`config.mk`:
```
export PLATFORM = sky130hd
export DESIGN_NAME = data_consumer
export DESIGN_NICKNAME = d
export VERILOG_FILES = /design/src/rtl/data_consumer_pkg.sv /design/src/rtl/data_consumer_sat_counter.sv /design/src/rtl/data_consumer.sv
export SDC_FILE = /design/constraint.sdc
export NUM_CORES = 1
export LEC_CHECK = 0
export ABC_AREA = 1
export CORE_MARGIN = 2
export CORE_UTILIZATION = 53
export CTS_CLUSTER_DIAMETER = 120
export DETAILED_ROUTE_END_ITERATION = 8
export PLACE_DENSITY = 0.81
export SYNTH_ARGS = -nofsm -noshare
export SYNTH_HDL_FRONTEND = slang
export SYNTH_SLANG_ARGS = --single-unit
```
`constraint.sdc`:
```
create_clock -name clk_i -period 6.9 [get_ports clk_i]
set_clock_uncertainty 0.1 [all_clocks]
set_input_delay 1.38 -clock clk_i [delete_from_list [all_inputs] [get_ports clk_i]]
set_output_delay 1.38 -clock clk_i [all_outputs]
set_load 0.1 [all_outputs]
```
`src/rtl/data_consumer_pkg.sv`:
```
// Shared types and helpers for the counter-pattern consumer.
// Pattern runs 0..max and wraps back to 0.
package data_consumer_pkg;

  localparam int DC_N       = 32;
  localparam int DC_MAX_VAL = 255;
  localparam int DC_CW      = 32;

  typedef enum logic {
    SYNC  = 1'b0,
    CHECK = 1'b1
  } dc_state_e;

  function automatic logic [63:0] dc_next(
    input logic [63:0] v,
    input logic [63:0] max_val
  );
    return (v >= max_val) ? 64'd0 : v + 64'd1;
  endfunction

endpackage

```
`src/rtl/data_consumer_sat_counter.sv`:
```
// Up-counter that sticks at all-ones.
// Clear wins over increment.
module sat_counter #(
  parameter int W = 32
) (
  input  logic         clk_i,
  input  logic         rst_i,
  input  logic         inc,
  input  logic         clr,
  output logic [W-1:0] cnt
);

  always_ff @(posedge clk_i or posedge rst_i) begin
    if (rst_i) begin
      cnt <= '0;
    end else if (clr) begin
      cnt <= '0;
    end else if (inc && (cnt != '1)) begin
      cnt <= cnt + W'(1);
    end
  end

endmodule

```
`src/rtl/data_consumer.sv`:
```
// Drains a FIFO carrying the wrap-around counter pattern
// and checks each word against the expected sequence.
module data_consumer
  import data_consumer_pkg::*;
#(
  parameter int          N       = DC_N,
  parameter int unsigned MAX_VAL = DC_MAX_VAL,
  parameter int          CW      = DC_CW
) (
  input  logic          clk_i,
  input  logic          rst_i,
  input  logic          en_i,
  input  logic          clr_i,
  input  logic          fifo_empty_i,
  input  logic [N-1:0]  fifo_data_i,
  output logic          fifo_rd_o,
  output logic          locked_o,
  output logic          err_o,
  output logic [CW-1:0] word_cnt_o,
  output logic [CW-1:0] err_cnt_o,
  output logic [N-1:0]  first_exp_o,
  output logic [N-1:0]  first_got_o
);

  localparam logic [N-1:0] MAXV = N'(MAX_VAL);

  dc_state_e      state;
  logic           rd_vld;
  logic [N-1:0]   exp_q;
  logic           in_range;
  logic           match;
  logic           take;
  logic           bad;
  logic [N-1:0]   nxt;
  logic [N-1:0]   cap_exp;

  assign fifo_rd_o = en_i & ~fifo_empty_i
                   & ~clr_i & ~rst_i;

  assign in_range = (fifo_data_i <= MAXV);
  assign match    = (fifo_data_i == exp_q);
  assign take     = rd_vld & ~clr_i;
  assign bad      = take & ((state == SYNC)
                  ? ~in_range : ~match);
  assign nxt      = N'(dc_next(64'(fifo_data_i),
                               64'(MAXV)));
  // No expectation exists before lock; report the wrap value.
  assign cap_exp  = (state == SYNC) ? MAXV : exp_q;
  assign locked_o = (state == CHECK);

  always_ff @(posedge clk_i or posedge rst_i) begin
    if (rst_i) begin
      state       <= SYNC;
      rd_vld      <= 1'b0;
      exp_q       <= '0;
      err_o       <= 1'b0;
      first_exp_o <= '0;
      first_got_o <= '0;
    end else begin
      rd_vld <= fifo_rd_o;
      if (clr_i) begin
        state       <= SYNC;
        err_o       <= 1'b0;
        first_exp_o <= '0;
        first_got_o <= '0;
      end else if (rd_vld) begin
        unique case (state)
          SYNC: begin
            if (in_range) begin
              exp_q <= nxt;
              state <= CHECK;
            end
          end
          CHECK: begin
            exp_q <= nxt;
            if (!match && !in_range) begin
              state <= SYNC;
            end
          end
        endcase
        if (bad) begin
          err_o <= 1'b1;
          if (!err_o) begin
            first_exp_o <= cap_exp;
            first_got_o <= fifo_data_i;
          end
        end
      end
    end
  end

  sat_counter #(.W(CW)) u_word_cnt (
    .clk_i (clk_i),
    .rst_i (rst_i),
    .inc   (take),
    .clr   (clr_i),
    .cnt   (word_cnt_o)
  );

  sat_counter #(.W(CW)) u_err_cnt (
    .clk_i (clk_i),
    .rst_i (rst_i),
    .inc   (bad),
    .clr   (clr_i),
    .cnt   (err_cnt_o)
  );

endmodule

```
==> qor.yml <==
setup_path:
  r2r_end: "first_exp_o[20]"
  max_stage_delay_ns: 0.44
  crit_buf_inv: 3
  critical_path_depth: 5
  reg2reg_slack_ns: 3.61
  startpoint: "rst_i"
  critPathLaunchType: "input pin"
  worstRegToRegCells: 9
  r2r-start: "locked_o"
  cpMaxStageDelayCell: "clkdlybuf4s50_1"
  cp.required_ns: 5.42
  cp-endpoint: "fifo_rd_o"
  critical_path_class: "input pin to output port"
  end_kind: "output port"
  worstPathArrival_ns: 2.84
  cp_top_family: "buffers and inverters"
  crit_chain: "clkdlybuf4s50_1 > clkinvlp_4 > nand2_1 > nor3_1 > buf_4"
  critPathMaxFanout: 19
clocking:
  cts_buffer_depth: 2
  numClockSinks: 163
  htreeDepth: 4
  post_cts_buffers: 0
  cts-root-buf: "clkbuf_16"
  cts_hold_buf: 0
  cts-buffers-inserted: 17
  cts_resized: 0
  cts_tree: "yes"
  clk_pin_slew_ns: 0.07
  clk_latency_ns: 0.43
synth:
  synth.yosys.warnings: 0
  syn_avg_cell_area_sq_um: 7.36
  ys_types: 38
  synth_area_sq_um: 9000
  ys_ff_latch: 163
  synthCells: 1222
  seq_area_frac_synth_pct: 45.3
  synth_nets: 1262
layout:
  fill_cells: 1407
  area_delta_synth_final_pct: 25.7
  fin_area_sq_um: 11300
  num_antenna_cells: 0
  final_core_util_pct: 68.2
  finalNetCount: 1404
  fin_cells: 1597
  drive_gt1_share_pct: 5.30
route:
  ant_nets: 0
  wl_um: 24700
  routed-via-count: 8579
  drcViolationCount: 0
  drtIter0Drc: 789
  avgRoutedWirePerCell_um: 15.4
  first_pass_iters: 5
  via_per_inst: 5.37
flow_run:
  max_cap_violations: 0
global_route:
  grt_pass1_vias: 7898
  grt_pass1_wl_um: 40700
  grt_usage_pct: 28.2
  grt_overflow: 0
  antenna_found_initial: 0
  grt_start_max_net_pins: 77
timing:
  slew_violations: 0
  finalHoldViolations: 0
  fmax_ghz: 0.232
  grt_setup_unrepaired: "false"
  setup-tns-final_ns: 0
  setup_viol: 0
  maxSlewHeadroom_pct: 28.9
  tightest_slew_ns: 1.06
  period_share_pct: 62.5
  final.min_clock_period_ns: 4.32
outcome:
  status: "finished, final reports clean"
pwr:
  vdd_drop_max_uv: 186
  p_per_area_nw_per_um2: 190
  power_uw: 2150
  p_leak_uw: 0.00529
placement:
  port_buffers: 167
  dp_hpwl_um: 17300
  routabilityCongestion: 0.918
  placed_cells: 1565
  place_area_sq_um: 10700
worst_hold_path:
  hold_depth: 1
  holdCritPathClass: "flop to flop"
floorplanning:
  initial_core_util_pct: 54.3
  io_pins: 168
  die_x_um: 134
  core.rowCount: 47
  fp.coreArea_sq_um: 16600
  dieArea_sq_um: 18000
  floorplan.die.height_um: 134
==> cells by family (layout without fill, tap and decap cells) <==
kind of cell	Yosys count	count (layout)	share of synthesized area, %
and+or+nand+nor	777	777	37.0
AOI/OAI and AO/OA	53	53	3.57
adders and majority gates	3	3	0.417
buffers and inverters	168	323	8.01
DFF	163	163	45.3
xor gates and xnor gates	58	58	5.65
==> synth_stat cells (all sizes together) <==
cell / number / area, sq um
dfrtp: 163 / 4080
nor3: 53 / 282
nand3: 135 / 681
o31ai: 1 / 7.51
and2: 1 / 6.26
nor4: 2 / 12.5
ha: 3 / 37.5
xnor2: 20 / 175
a21oi: 5 / 28.8
nand4: 26 / 163
clkbuf: 29 / 110
nor3b: 2 / 15.0
a21o: 2 / 15.0
nand2: 405 / 1560
o21ai: 33 / 195
buf: 21 / 166
inv: 116 / 435
o22ai: 12 / 75.1
xor2: 38 / 333
nor2: 153 / 613
clkinv: 2 / 8.75
==> how the worst min path moves through the flow <==
stage	from	to	slack [ns]
after CTS	rd_vld	locked_o	0.37
after global placement	rd_vld	locked_o	0.35
after detailed placement	rd_vld	locked_o	0.37
after floorplan	rd_vld	locked_o	0.32
after global routing	rd_vld	locked_o	0.41
final	rd_vld	locked_o	0.37
==> layout by cell type (no fill, tap or decap), types with 2 or more instances in the layout <==
cell type        instances
o21ai_2                  8
dfrtp_1                163
buf_4                    7
o21ai_0                 19
inv_2                    4
clkbuf_16               17
nor2_1                 147
clkbuf_1                 2
nand2_1                397
inv_1                  110
nand2_2                  4
clkinv_4                 4
clkbuf_8                 2
nor3_1                  51
clkinv_2                 4
o22ai_1                 12
o21ai_1                  6
xnor2_1                 20
nor4_1                   2
xor2_1                  38
nand3_2                  2
nand4_1                 26
ha_1                     3
nand2_4                  4
a21oi_1                  3
bufinv_16                2
a21o_1                   2
a21oi_2                  2
nor2_4                   2
nor2_2                   3
clkdlybuf4s50_1        165
nor3b_1                  2
nand3_1                133
clkinvlp_4               3
==> state kept, by name, summed over array words and instances, names as in the netlist <==
register	count
u_err_cnt.cnt	32
first_exp_o	32
u_word_cnt.cnt	32
err_o	1
first_got_o	32
exp_q	32
rd_vld	1
locked_o	1
==> metrics by stage <==
step	setup WS, ns	hold WS (ns)
finish	2.58	0.371
CTS	2.59	0.370
global placement	2.31	0.350
detailed placement	2.25	0.366
floorplan	0.108	0.322
global route	2.15	0.411
==> power breakdown <==
group	switching, uW	total, uW	internal (uW)
Combinational	154	209	55.8
Clock	403	957	555
Sequential	11.6	985	974
==> cell type report <==
| class | instances | area [sq um] | share of cell area, % |
|---|---|---|---|
| clock buffers | 21 | 460 | 4.07 |
| inverters | 118 | 449 | 3.97 |
| multi-input cells | 891 | 4210 | 37.2 |
| flip-flops and latches | 163 | 4080 | 36.1 |
| clock inverters | 11 | 129 | 1.14 |
| well taps | 220 | 275 | 2.43 |
| repair buffers | 173 | 1710 | 15.1 |
==> layer usage <==
layer | up-vias | part of all wire, % | GRT usage, %
li1 | 4153 | - | -
met1 | 4093 | 45 | 40.7
met2 | 298 | 47 | 44.6
met3 | 35 | 5.6 | 3.78
met4 | 0 | 1.5 | 8.65
met5 | - | 0 | 0
Power figures use the tool's default switching activity.
